### config.mk
export PLATFORM = sky130hd
export DESIGN_NAME = fp_align_frontend
export DESIGN_NICKNAME = d
export VERILOG_FILES = /design/src/rtl/fp_align_frontend.sv
export SDC_FILE = /design/constraint.sdc
export NUM_CORES = 1
export LEC_CHECK = 0
export CAP_MARGIN = 20
export CORE_ASPECT_RATIO = 0.75
export CORE_MARGIN = 2
export CORE_UTILIZATION = 60
export CTS_BUF_LIST = sky130_fd_sc_hd__clkbuf_16
export CTS_CLUSTER_SIZE = 20
export DETAILED_ROUTE_END_ITERATION = 12
export DONT_BUFFER_PORTS = 1
export MAX_ROUTING_LAYER = met4
export PLACE_DENSITY_LB_ADDON = 0.05
export SLEW_MARGIN = 30
export SYNTH_ARGS = -nofsm -noshare
export SYNTH_HDL_FRONTEND = slang
export SYNTH_SLANG_ARGS = --single-unit
### constraint.sdc
create_clock -name clk -period 2.7 [get_ports clk]
set_input_delay 0.27 -clock clk [delete_from_list [all_inputs] [get_ports clk]]
set_output_delay 0.27 -clock clk [all_outputs]
set_load 0.1 [all_outputs]
### src/rtl/fp_align_frontend.sv
// Single-precision add/sub operand front end: unpack and order by magnitude (S1),
// then right-align the smaller mantissa with guard/round/sticky (S2).
module fp_align_frontend #(
  parameter int SHIFT_SAT = 27
) (
  input  logic        clk,
  input  logic        rst_n,
  input  logic        in_valid,
  output logic        in_ready,
  input  logic [31:0] op_a,
  input  logic [31:0] op_b,
  input  logic        op_sub,
  output logic        out_valid,
  input  logic        out_ready,
  output logic [31:0] man_big,
  output logic [31:0] man_small,
  output logic [7:0]  exp_out,
  output logic        sign_out,
  output logic        eff_sub,
  output logic [2:0]  flags
);
  localparam logic [7:0] SAT = 8'(SHIFT_SAT);

  logic [7:0]  exp_a, exp_b, expe_a, expe_b;
  logic [31:0] m_a, m_b;
  logic        a_big, inf_a, inf_b, nan_a, nan_b, zero_a, zero_b;
  logic        eff_sub_in, nan_in;
  logic [2:0]  flags_in;

  assign exp_a  = op_a[30:23];
  assign exp_b  = op_b[30:23];
  assign expe_a = (exp_a == 8'd0) ? 8'd1 : exp_a;
  assign expe_b = (exp_b == 8'd0) ? 8'd1 : exp_b;
  // Layout: 4 spare, ovf, hidden@26, frac, G, R, S.
  assign m_a    = {5'b0, exp_a != 8'd0, op_a[22:0], 3'b000};
  assign m_b    = {5'b0, exp_b != 8'd0, op_b[22:0], 3'b000};
  assign a_big  = op_a[30:0] >= op_b[30:0];

  assign inf_a      = (exp_a == 8'hFF) && (op_a[22:0] == 23'd0);
  assign inf_b      = (exp_b == 8'hFF) && (op_b[22:0] == 23'd0);
  assign nan_a      = (exp_a == 8'hFF) && (op_a[22:0] != 23'd0);
  assign nan_b      = (exp_b == 8'hFF) && (op_b[22:0] != 23'd0);
  assign zero_a     = op_a[30:0] == 31'd0;
  assign zero_b     = op_b[30:0] == 31'd0;
  assign eff_sub_in = op_a[31] ^ op_b[31] ^ op_sub;
  assign nan_in     = nan_a || nan_b || (inf_a && inf_b && eff_sub_in);
  assign flags_in   = {nan_in, (inf_a || inf_b) && !nan_in, zero_a && zero_b};

  logic        s1_v_q, s1_v_d, s2_v_q, s2_v_d;
  logic [31:0] s1_mbig_q, s1_mbig_d, s1_msmall_q, s1_msmall_d;
  logic [7:0]  s1_exp_q, s1_exp_d, s1_diff_q, s1_diff_d;
  logic        s1_sign_q, s1_sign_d, s1_eff_q, s1_eff_d;
  logic [2:0]  s1_flags_q, s1_flags_d;
  logic [31:0] s2_mbig_q, s2_mbig_d, s2_msmall_q, s2_msmall_d;
  logic [7:0]  s2_exp_q, s2_exp_d;
  logic        s2_sign_q, s2_sign_d, s2_eff_q, s2_eff_d;
  logic [2:0]  s2_flags_q, s2_flags_d;

  logic        in_fire, s2_load;
  logic [4:0]  shamt;
  logic [31:0] mask, aligned;
  logic        sticky;

  assign in_ready = !s1_v_q || !s2_v_q || out_ready;
  assign in_fire  = in_valid && in_ready;
  assign s2_load  = s1_v_q && (!s2_v_q || out_ready);

  always_comb begin
    s1_v_d      = s1_v_q;
    s1_mbig_d   = s1_mbig_q;
    s1_msmall_d = s1_msmall_q;
    s1_exp_d    = s1_exp_q;
    s1_diff_d   = s1_diff_q;
    s1_sign_d   = s1_sign_q;
    s1_eff_d    = s1_eff_q;
    s1_flags_d  = s1_flags_q;
    if (in_fire) begin
      s1_v_d      = 1'b1;
      s1_mbig_d   = a_big ? m_a : m_b;
      s1_msmall_d = a_big ? m_b : m_a;
      s1_exp_d    = a_big ? expe_a : expe_b;
      s1_diff_d   = a_big ? (expe_a - expe_b) : (expe_b - expe_a);
      s1_sign_d   = a_big ? op_a[31] : (op_b[31] ^ op_sub);
      s1_eff_d    = eff_sub_in;
      s1_flags_d  = flags_in;
    end else if (s2_load) begin
      s1_v_d = 1'b0;
    end
  end

  // Shift amounts of 27 and up are handled by the saturation path, so 5 bits suffice.
  always_comb begin
    shamt  = s1_diff_q[4:0];
    mask   = (32'd1 << shamt) - 32'd1;
    sticky = |(s1_msmall_q & mask);
    if (s1_diff_q >= SAT) begin
      aligned = {31'd0, |s1_msmall_q};
    end else begin
      aligned = (s1_msmall_q >> shamt) | {31'd0, sticky};
    end
  end

  always_comb begin
    s2_v_d      = s2_v_q;
    s2_mbig_d   = s2_mbig_q;
    s2_msmall_d = s2_msmall_q;
    s2_exp_d    = s2_exp_q;
    s2_sign_d   = s2_sign_q;
    s2_eff_d    = s2_eff_q;
    s2_flags_d  = s2_flags_q;
    if (s2_load) begin
      s2_v_d      = 1'b1;
      s2_mbig_d   = s1_mbig_q;
      s2_msmall_d = aligned;
      s2_exp_d    = s1_exp_q;
      s2_sign_d   = s1_sign_q;
      s2_eff_d    = s1_eff_q;
      s2_flags_d  = s1_flags_q;
    end else if (out_ready) begin
      s2_v_d = 1'b0;
    end
  end

  always_ff @(posedge clk or negedge rst_n) begin
    if (!rst_n) begin
      s1_v_q      <= 1'b0;
      s1_mbig_q   <= '0;
      s1_msmall_q <= '0;
      s1_exp_q    <= '0;
      s1_diff_q   <= '0;
      s1_sign_q   <= 1'b0;
      s1_eff_q    <= 1'b0;
      s1_flags_q  <= '0;
      s2_v_q      <= 1'b0;
      s2_mbig_q   <= '0;
      s2_msmall_q <= '0;
      s2_exp_q    <= '0;
      s2_sign_q   <= 1'b0;
      s2_eff_q    <= 1'b0;
      s2_flags_q  <= '0;
    end else begin
      s1_v_q      <= s1_v_d;
      s1_mbig_q   <= s1_mbig_d;
      s1_msmall_q <= s1_msmall_d;
      s1_exp_q    <= s1_exp_d;
      s1_diff_q   <= s1_diff_d;
      s1_sign_q   <= s1_sign_d;
      s1_eff_q    <= s1_eff_d;
      s1_flags_q  <= s1_flags_d;
      s2_v_q      <= s2_v_d;
      s2_mbig_q   <= s2_mbig_d;
      s2_msmall_q <= s2_msmall_d;
      s2_exp_q    <= s2_exp_d;
      s2_sign_q   <= s2_sign_d;
      s2_eff_q    <= s2_eff_d;
      s2_flags_q  <= s2_flags_d;
    end
  end

  assign out_valid = s2_v_q;
  assign man_big   = s2_mbig_q;
  assign man_small = s2_msmall_q;
  assign exp_out   = s2_exp_q;
  assign sign_out  = s2_sign_q;
  assign eff_sub   = s2_eff_q;
  assign flags     = s2_flags_q;
endmodule

==> flow_summary.yaml <==
timing:
  fin_crit_ns: 2.42
  whs_ns: -0.468
  worst_slack_ns: 0.285
  tns_ns: 0
  max_freq_mhz: 414
  hold_violations: 135
  grt_setup_unrepaired: "no"
  clock_skew_ns: 0.0119
  finalCritPeriodShare_pct: 89.5
  tightest_slew_ns: 0.940
  setup_violations: 0
  slew_headroom_pct: 37.3
  final_max_slew_viol_count: 0
clocking:
  postCtsHoldBufs: 1
  clk_latency_ns: 0.43
  h-tree-depth: 4
  clockRootBuffer: "clkbuf_16"
  tritoncts: "yes"
  post_cts_buffers: 0
  cts-resized-gates: 0
  clk_path_buf_depth: 2
  clkSinkCount: 135
  cts_inserted_buffers: 17
  clkTransAtPathRegs_ns: 0.06
placement:
  port_buffers: 0
  dp_slack_ns: 0.0106
  dpl-instance-area_um2: 9040
  hpwl_mm: 18.8
  gp_congestion: 0.975
job:
  max-cap-violations: 0
run_status:
  violations: "hold timing"
  status: "finished with violations"
logic_synthesis:
  yosysTopAreaCell: "dfrtp_1"
  synth_seq_area_share_pct: 38.6
  yosysWarnings: 0
  synth_edf_count: 0
  synthArstFlopShare_pct: 100
  netlist_area_um2: 8750
  synthTopCellsByCount: "dfrtp_1, nand2_1, mux2i_1"
  synthTopCellsByArea: "dfrtp_1, mux2i_1, ha_1"
  synthDistinctLibCells: 64
  synth_ff_type: "dfrtp_1"
  post-synth-top-count-cell: "dfrtp_1"
  netlist.area_leader.share_pct: 38.6
  syn_avg_cell_area_um2: 9.41
  ys_ff_latch: 135
  synth_cells: 930
floorplan:
  fp.coreArea_um2: 14400
  fp.dieH_um: 109
  initial_core_util_pct: 60.9
  rows: 38
  fp.dieArea_um2: 15600
  die_w_um: 143
  io_pins: 148
power_and_ir_drop:
  power.leakage_uw: 0.00449
  power.density_nw_per_um2: 889
  peakVddDrop_uv: 732
  p_total_uw: 8550
layout:
  num-nets-final: 1039
  area_delta_synth_final_pct: 9.94
  drive_above_1_share_pct: 14.0
  n_antenna_cell: 0
  final_area_um2: 9620
global_routing:
  grt_overflow: 0
  grt_start_max_net_pins: 136
  grt_pass1_wl_mm: 39.4
  grtUsageTotal_pct: 34.6
  antenna_found_initial: 0
  grt_pass1_vias: 7114
setup_path:
  worstPathArrival_ns: 2.73
  worstPathCellList: "buf_12, mux4_2, mux2i_1, o311ai_0, a21oi_1, o21ai_1"
  cp_slowest_cell: "dfrtp_1"
  critPathCaptureType: "flip-flop"
  path_delay_family: "flip-flops"
  critPathBufInv: 1
  cp_max_fo: 17
  worstSetupPathType: "reg2reg"
  critical_path.startpoint_type: "flip-flop"
  cp_slowest_stage_delay_ns: 0.82
  cp.required_ns: 3.01
drt:
  via_count: 7292
  routed_via_density: 6.42
  wl_per_cell_um: 22.0
  drt-initial-drc-count: 640
  ant_nets: 0
  routed_wl_mm: 25.0
  drt-pass1-iter-count: 6
  drc_errors: 0
hold_path:
  hold_class: "in2async"
-- state kept, by name, summed over array words and instances (netlist names), 3 cells and up --
| register | flops |
|---|---|
| flags | 3 |
| exp_out | 8 |
| s1_flags_q | 3 |
| s1_mbig_q | 24 |
| s1_exp_q | 8 |
| man_big | 24 |
| s1_msmall_q | 24 |
| man_small | 27 |
| s1_diff_q | 8 |
-- worst reg2reg max path, delay by kind of cell (launching register included) --
family | cells | cell delay (ns)
flip-flops | 1 | 0.82
AO/OA/AOI/OAI | 3 | 0.56
buffers and inverters | 1 | 0.24
multiplexers | 2 | 0.67
-- path summary, 6_finish.rpt --
check | slack [ns] | cells after the start | end | start
max | 0.28 | 6 | man_small[0] | s1_diff_q[1]
min | -0.47 | 0 | man_big[14] | rst_n
max reg2reg | 0.28 | 6 | man_small[0] | s1_diff_q[1]
min reg2reg | 0.48 | 2 | s1_mbig_q[25] | s1_mbig_q[25]
max in group asynchronous | 2.97 | 0 | out_valid | rst_n
min in group clk | 0.03 | 2 | s1_msmall_q[13] | op_b[10]
-- layout by cell type, fill, tap and decap left out, types with 7 or more instances in the layout --
cell / instances
mux2i_1: 75
nand2b_1: 7
a21oi_1: 36
o22ai_1: 7
nor4_1: 20
mux2_2: 41
dfrtp_1: 134
conb_1: 13
o21a_1: 7
nor2_1: 30
clkbuf_16: 17
nand4_1: 19
a211oi_1: 10
ha_1: 45
a22o_1: 17
nand3_1: 7
mux4_2: 15
o21ai_1: 60
buf_4: 30
nand2_1: 126
inv_1: 58
nor3_1: 9
o21ai_0: 44
-- layer usage --
layer	wire length, um	track usage [%]	share of wire, %
met3	2240	8.90	8.9
met5	0	-	0
met1	10700	46.5	43
met4	562	11.1	2.2
met2	11500	51.5	46
-- per-stage QoR --
stage | util, % | std cells
after CTS | 67.0 | 1136
after detailed placement | 62.9 | 1103
after global routing | 67.0 | 1136
after floorplan | - | 942
after global placement | 62.9 | 1103
final | 67.0 | 1136
-- where the power goes --
part	internal, uW	switching [uW]	total (uW)
clock network	1290	989	2280
logic	934	1280	2220
registers	2350	1700	4050
total	4570	3970	8550
-- kinds of logic (layout without fill, tap and decap cells) --
family	after synthesis	after routing	synth area share, %
adder cells (fa/ha/maj)	47	47	6.89
other	1	13	0.0429
flip-flops	135	135	38.6
multiplexers	135	135	18.2
AND/OR/NAND/NOR	251	251	13.5
buffers and inverters	134	128	6.69
AO/OA/AOI/OAI	224	224	15.7
XOR/XNOR	3	3	0.300
-- cell type report --
class / instances / area, um2
multi-input cells: 673 / 4840
fillers: 1150 / 4740
flip-flops and latches: 135 / 3380
clock buffers: 17 / 425
repair buffers: 37 / 355
well taps: 200 / 250
inverters: 59 / 221
clock inverters: 15 / 144
Note: power is estimated with default switching activity, not from simulation.
